`config.mk`:
```
export PLATFORM = sky130hd
export DESIGN_NAME = rvfi_trace_monitor
export DESIGN_NICKNAME = d
export VERILOG_FILES = /design/src/rtl/rvfi_mon_pkg.sv /design/src/rtl/rvfi_rec_fifo.sv /design/src/rtl/rvfi_trace_monitor.sv
export SDC_FILE = /design/constraint.sdc
export NUM_CORES = 1
export LEC_CHECK = 0
export ABC_AREA = 1
export BUFFER_PORTS_ARGS = -buffer_cell sky130_fd_sc_hd__buf_2
export CAP_MARGIN = 10
export CORE_ASPECT_RATIO = 0.8
export CORE_MARGIN = 2
export CORE_UTILIZATION = 31
export CTS_CLUSTER_DIAMETER = 100
export CTS_CLUSTER_SIZE = 10
export DETAILED_ROUTE_END_ITERATION = 10
export SYNTH_ARGS = -nofsm -noshare
export SYNTH_HDL_FRONTEND = slang
export SYNTH_HIERARCHICAL = 1
export SYNTH_SLANG_ARGS = --single-unit
```
`constraint.sdc`:
```
create_clock -name clk -period 10.58 [get_ports clk]
set_input_delay 1.058 -clock clk [delete_from_list [all_inputs] [get_ports clk]]
set_output_delay 1.058 -clock clk [all_outputs]
set_load 0.02 [all_outputs]
```
`src/rtl/rvfi_mon_pkg.sv`:
```
// Shared types for the RVFI trace monitor: the per-retirement record, the
// serializer state encoding and the header word layout.
package rvfi_mon_pkg;

  localparam int HDR_RD_LSB     = 0;
  localparam int HDR_PC_BAD_BIT = 8;
  localparam int HDR_X0_BAD_BIT = 9;
  localparam int HDR_SEQ_LSB    = 16;

  typedef enum logic [2:0] {
    S_IDLE  = 3'd0,
    S_HDR   = 3'd1,
    S_PC    = 3'd2,
    S_INSN  = 3'd3,
    S_WDATA = 3'd4
  } ser_state_e;

  // seq holds the low 16 bits of the sequence number, zero-extended when SEQ_W < 16
  typedef struct packed {
    logic [31:0] pc_rdata;
    logic [31:0] insn;
    logic [31:0] rd_wdata;
    logic [4:0]  rd_addr;
    logic [15:0] seq;
    logic        pc_bad;
    logic        x0_bad;
  } rec_t;

  function automatic logic [31:0] hdr_word(input rec_t r);
    logic [31:0] w;
    w = '0;
    w[HDR_SEQ_LSB +: 16] = r.seq;
    w[HDR_X0_BAD_BIT]    = r.x0_bad;
    w[HDR_PC_BAD_BIT]    = r.pc_bad;
    w[HDR_RD_LSB +: 5]   = r.rd_addr;
    return w;
  endfunction

endpackage

```
`src/rtl/rvfi_rec_fifo.sv`:
```
// Record FIFO for the trace monitor: DEPTH entries (power of two), pointers
// carry one extra wrap bit so full and empty are distinguishable.
module rvfi_rec_fifo
  import rvfi_mon_pkg::*;
#(
  parameter int DEPTH = 4
) (
  input  logic clk,
  input  logic rst,
  input  logic push,
  input  rec_t push_rec,
  input  logic pop,
  output rec_t head_rec,
  output rec_t next_rec,
  output logic empty,
  output logic full,
  output logic multi
);

  localparam int AW = $clog2(DEPTH);
  localparam logic [AW:0] PTR_ONE  = (AW+1)'(1);
  localparam logic [AW:0] FULL_CNT = (AW+1)'(DEPTH);

  logic [AW:0]   wr_ptr_q, wr_ptr_d;
  logic [AW:0]   rd_ptr_q, rd_ptr_d;
  logic [AW:0]   used;
  logic [AW-1:0] rd_idx_nxt;
  logic          push_en;
  logic          pop_en;
  rec_t          mem_q [DEPTH];

  always_comb begin
    used       = wr_ptr_q - rd_ptr_q;
    empty      = (used == '0);
    full       = (used == FULL_CNT);
    multi      = (used > PTR_ONE);
    pop_en     = pop && !empty;
    // a push into a full FIFO is legal when the head leaves on the same edge
    push_en    = push && (!full || pop_en);
    wr_ptr_d   = push_en ? wr_ptr_q + PTR_ONE : wr_ptr_q;
    rd_ptr_d   = pop_en  ? rd_ptr_q + PTR_ONE : rd_ptr_q;
    rd_idx_nxt = rd_ptr_q[AW-1:0] + AW'(1);
    head_rec   = mem_q[rd_ptr_q[AW-1:0]];
    next_rec   = mem_q[rd_idx_nxt];
  end

  always_ff @(posedge clk or negedge rst) begin
    if (!rst) begin
      wr_ptr_q <= '0;
      rd_ptr_q <= '0;
    end else begin
      wr_ptr_q <= wr_ptr_d;
      rd_ptr_q <= rd_ptr_d;
    end
  end

  always_ff @(posedge clk) begin
    if (push_en) mem_q[wr_ptr_q[AW-1:0]] <= push_rec;
  end

endmodule

```
`src/rtl/rvfi_trace_monitor.sv`:
```
// RVFI retirement monitor: captures records into a FIFO and streams each as
// four 32-bit words. Define RVFI_MON_PC_CHECK_EN to enable PC-continuity checks.
module rvfi_trace_monitor
  import rvfi_mon_pkg::*;
#(
  parameter int DEPTH = 4,
  parameter int SEQ_W = 16
) (
  input  logic        clk,
  input  logic        rst,
  input  logic        rvfi_valid,
  input  logic [31:0] rvfi_insn,
  input  logic [31:0] rvfi_pc_rdata,
  input  logic [31:0] rvfi_pc_wdata,
  input  logic [31:0] rvfi_rd_wdata,
  input  logic [4:0]  rvfi_rd_addr,
  output logic        out_valid,
  input  logic        out_ready,
  output logic [31:0] out_data,
  output logic        out_last,
  output logic [31:0] retire_cnt,
  output logic [15:0] drop_cnt,
  output logic        err_pc,
  output logic        err_x0,
  output logic        overflow
);

  localparam logic [31:0] SEQ_MASK =
    (SEQ_W >= 32) ? 32'hFFFF_FFFF : ((32'd1 << SEQ_W) - 32'd1);

  ser_state_e  state_q, state_d;
  logic        out_valid_q, out_valid_d;
  logic        out_last_q, out_last_d;
  logic [31:0] out_data_q, out_data_d;
  logic [31:0] retire_cnt_q, retire_cnt_d;
  logic [15:0] drop_cnt_q, drop_cnt_d;
  logic        err_x0_q, err_x0_d;
  logic        overflow_q, overflow_d;

  logic hs, pop, push, drop, x0_bad, pc_bad;
  logic fifo_empty, fifo_full, fifo_multi;
  rec_t push_rec, head_rec, next_rec;

`ifdef RVFI_MON_PC_CHECK_EN
  logic [31:0] last_pc_q, last_pc_d;
  logic        last_pc_known_q, last_pc_known_d;
  logic        err_pc_q, err_pc_d;

  // every valid retirement updates the reference PC, dropped ones included
  always_comb begin
    pc_bad          = last_pc_known_q && (rvfi_pc_rdata != last_pc_q);
    last_pc_d       = rvfi_valid ? rvfi_pc_wdata : last_pc_q;
    last_pc_known_d = last_pc_known_q | rvfi_valid;
    err_pc_d        = err_pc_q | (rvfi_valid & pc_bad);
  end

  always_ff @(posedge clk or negedge rst) begin
    if (!rst) begin
      last_pc_known_q <= 1'b0;
      err_pc_q        <= 1'b0;
    end else begin
      last_pc_known_q <= last_pc_known_d;
      err_pc_q        <= err_pc_d;
    end
  end

  always_ff @(posedge clk) begin
    last_pc_q <= last_pc_d;
  end

  assign err_pc = err_pc_q;
`else
  logic unused_pc_wdata;
  assign unused_pc_wdata = ^rvfi_pc_wdata;
  assign pc_bad          = 1'b0;
  assign err_pc          = 1'b0;
`endif

  always_comb begin
    hs     = out_valid_q && out_ready;
    pop    = (state_q == S_WDATA) && hs;
    push   = rvfi_valid && (!fifo_full || pop);
    drop   = rvfi_valid && fifo_full && !pop;
    x0_bad = (rvfi_rd_addr == 5'd0) && (rvfi_rd_wdata != 32'd0);

    push_rec.pc_rdata = rvfi_pc_rdata;
    push_rec.insn     = rvfi_insn;
    push_rec.rd_wdata = rvfi_rd_wdata;
    push_rec.rd_addr  = rvfi_rd_addr;
    push_rec.seq      = 16'(retire_cnt_q & SEQ_MASK);
    push_rec.pc_bad   = pc_bad;
    push_rec.x0_bad   = x0_bad;

    retire_cnt_d = push ? retire_cnt_q + 32'd1 : retire_cnt_q;
    drop_cnt_d   = (drop && (drop_cnt_q != 16'hFFFF)) ? drop_cnt_q + 16'd1 : drop_cnt_q;
    overflow_d   = overflow_q | drop;
    err_x0_d     = err_x0_q | (rvfi_valid & x0_bad);
  end

  rvfi_rec_fifo #(.DEPTH(DEPTH)) u_fifo (
    .clk      (clk),
    .rst      (rst),
    .push     (push),
    .push_rec (push_rec),
    .pop      (pop),
    .head_rec (head_rec),
    .next_rec (next_rec),
    .empty    (fifo_empty),
    .full     (fifo_full),
    .multi    (fifo_multi)
  );

  // outputs are computed one state ahead so they come straight from flops
  always_comb begin
    state_d     = state_q;
    out_valid_d = out_valid_q;
    out_last_d  = out_last_q;
    out_data_d  = out_data_q;
    case (state_q)
      S_IDLE: if (!fifo_empty) begin
        state_d     = S_HDR;
        out_valid_d = 1'b1;
        out_data_d  = hdr_word(head_rec);
      end
      S_HDR: if (hs) begin
        state_d    = S_PC;
        out_data_d = head_rec.pc_rdata;
      end
      S_PC: if (hs) begin
        state_d    = S_INSN;
        out_data_d = head_rec.insn;
      end
      S_INSN: if (hs) begin
        state_d    = S_WDATA;
        out_data_d = head_rec.rd_wdata;
        out_last_d = 1'b1;
      end
      S_WDATA: if (hs) begin
        out_last_d = 1'b0;
        // the next head is either the second entry or the record pushed right now
        if (fifo_multi || push) begin
          state_d    = S_HDR;
          out_data_d = hdr_word(fifo_multi ? next_rec : push_rec);
        end else begin
          state_d     = S_IDLE;
          out_valid_d = 1'b0;
          out_data_d  = '0;
        end
      end
      default: begin
        state_d     = S_IDLE;
        out_valid_d = 1'b0;
        out_last_d  = 1'b0;
        out_data_d  = '0;
      end
    endcase
  end

  always_ff @(posedge clk or negedge rst) begin
    if (!rst) begin
      state_q     <= S_IDLE;
      out_valid_q <= 1'b0;
      out_last_q  <= 1'b0;
      out_data_q  <= '0;
    end else begin
      state_q     <= state_d;
      out_valid_q <= out_valid_d;
      out_last_q  <= out_last_d;
      out_data_q  <= out_data_d;
    end
  end

  always_ff @(posedge clk or negedge rst) begin
    if (!rst) begin
      retire_cnt_q <= '0;
      drop_cnt_q   <= '0;
      err_x0_q     <= 1'b0;
      overflow_q   <= 1'b0;
    end else begin
      retire_cnt_q <= retire_cnt_d;
      drop_cnt_q   <= drop_cnt_d;
      err_x0_q     <= err_x0_d;
      overflow_q   <= overflow_d;
    end
  end

  assign out_valid  = out_valid_q;
  assign out_last   = out_last_q;
  assign out_data   = out_data_q;
  assign retire_cnt = retire_cnt_q;
  assign drop_cnt   = drop_cnt_q;
  assign err_x0     = err_x0_q;
  assign overflow   = overflow_q;

endmodule

```
==> run_results.csv <==
group,metric,value,unit
outcome,outcome,"completed",
placed_design,gp_congestion,0.870,
sta,period_share,0.476,
grt,grt_use_total,0.171,
synthesis,synth.cell_area,24300,um^2
clock_network,clock_latency,0.60,ns
floorplan,io_pins,222,
sta,finalSetupViolCount,0,
route,ant_nets,0,
floorplan,die_area,80700,um^2
floorplan,core_area,77400,um^2
sta,final.setup.tns,0,ns
worst_setup_path,cp.arrival,5.25,ns
finish,final_cells,3411,
grt,grt-ovfl-total,0,
clock_network,postCtsSetupRepairBufs,0,
sta,skew,0.0185,ns
route,drcViolationCount,0,
placed_design,hpwl,43.1,mm
sta,worstMarginPinSlew,1.02,ns
synthesis,syn_inst,2183,
worst_setup_path,cp-start-kind,"flip-flop",
finish,area_growth,15.2,%
floorplan,die_h,255,um
floorplan,initial_core_util,0.314,
sta,rsz0062_at_grt,"false",
route,vias,17200,
worst_hold_path,min_path_type,"primary input to async pin",
power_and_ir_drop,cellLeakagePower,10.6,nW
route,wire_per_inst,20.6,um
clock_network,postCtsHoldBufs,0,
placed_design,port_buffers,188,
worst_setup_path,cp_max_fo,60,
finish,final_net_count,2479,
worst_setup_path,worst_setup_path_end_kind,"flip-flop",
route,dr.pass1.iters,5,
route,wirelength,70.4,mm
floorplan,die_w,317,um
grt,grt_pass1_vias,16700,
sta,hold_viol,0,
clock_network,cts_tree,"yes",
power_and_ir_drop,peakVddDrop,0.161,mV
route,vias_per_cell,5.05,
sta,fin_crit,5.04,ns
floorplan,placementRows,91,
clock_network,numCtsBuffers,67,
grt,antenna_found_initial,28,
clock_network,htreeDepth,3,
worst_setup_path,r2r_slack,5.54,ns
clock_network,cts_max_path_buffers,3,
power_and_ir_drop,powerDensity,214,nW/um^2
sta,max-slew-margin-rel,0.321,
sta,clock.fmax,199,MHz
clock_network,root_buffer,"clkbuf_16",
clock_network,cts_resized,0,
finish,drive_above_1_share,0.132,
worst_setup_path,crit_type,"flip-flop to flip-flop",
synthesis,syn_avg_cell_area,11.1,um^2
route,drtIter0Drc,1661,
synthesis,yosysWarningCount,6,
clock_network,clkTransAtPathRegs,0.06,ns
grt,grt_pass1_wl,104,mm
clock_network,cts_sinks,569,
sta,final_max_slew_viol_count,0,
placed_design,dp.cells,3287,
flow_run,drv_cap,0,
grt,grt_max_degree,120,
worst_setup_path,critPathRequiredTime,10.79,ns
placed cells by master (no fill, tap or decap), types with 8 or more instances in the layout:
cell type and count:
buf_2 187, o22ai_1 142, xnor2_1 10, inv_1 79, nor2_4 8, nand2_1 386
clkbuf_1 38, clkbuf_16 68, diode_2 11, a21oi_1 13, nand3_1 38, a211oi_1 8
nor3_1 18, buf_4 17, nand4_1 11, xor2_1 32, edfxtp_1 476, o21ai_1 42
o21ai_0 279, ha_1 8, dfrtp_1 91, nor2_1 362
power by group:
| group | switching, mW | leakage, nW | internal [mW] | total, mW |
|---|---|---|---|---|
| Sequential | 0.159 | 5.50 | 2.91 | 3.07 |
| Combinational | 0.644 | 4.15 | 0.203 | 0.847 |
| Clock | 0.884 | 0.928 | 1.21 | 2.09 |
sequential cells by signal (all words and copies together), names as in the netlist:
name             count
out_last             1
u_fifo/rd_ptr_q      3
drop_cnt            16
retire_cnt          32
u_fifo/wr_ptr_q      3
err_x0               1
out_data            32
u_fifo/mem_q       476
out_valid            1
overflow             1
state_q              3
layer usage:
metal  GRT usage  vias up  part of all wire
li1            -     7970                 -
met1       0.233     8399              0.43
met2       0.263      684              0.45
met3      0.0497      138             0.095
met4      0.0537       30             0.023
met5           0        -            0.0026
worst max-delay path, stage by stage (launching register included):
cell     delay [ns]
dfrtp_4        0.60
ha_1           0.24
fa_1           0.39
nand3_1        0.10
nand2_1        0.09
inv_1          0.11
nor2_1         0.06
nand2_2        0.11
nand2_4        0.18
inv_1          0.46
nand2_1        0.41
nor2_4         0.16
buf_4          0.74
buf_4          0.88
metrics by stage:
step / area [um^2] / setup slack [ns] / total power [mW] / utilization / hold WS, ns
after floorplan: 24300 / 3.02 / 3.62 / - / 0.492
after global placement: 26000 / 5.47 / 3.94 / 0.336 / 0.452
after detailed placement: 26000 / 5.47 / 3.96 / 0.336 / 0.453
after CTS: 28000 / 5.49 / 6.05 / 0.361 / 0.343
after global routing: 28000 / 5.23 / 6.25 / 0.362 / 0.361
final: 28000 / 5.54 / 6.00 / 0.362 / 0.365
area by class of cell:
type                            count  area (um^2)
Timing Repair Buffer              207         1120
Multi-Input combinational cell   1398         6660
Fill cell                        7497        49400
Inverter                           90          352
Antenna cell                       11         27.5
Tap cell                         1023         1280
Sequential cell                   569        16600
Clock inverter                      6         81.3
Clock buffer                      107         1860
path summary, 6_finish.rpt:
path,startpoint,end,cells after the start
setup / recovery,u_fifo/rd_ptr_q[0],u_fifo/mem_q[3][67],13
hold / removal,rst,out_data[29],1
setup reg to reg,u_fifo/rd_ptr_q[0],u_fifo/mem_q[3][67],13
hold reg to reg,out_data[7],out_data[7],2
max in group asynchronous,rst,u_fifo/rd_ptr_q[0],2
min in group clk,out_data[7],out_data[7],2
(Power assumes the default switching activity.)
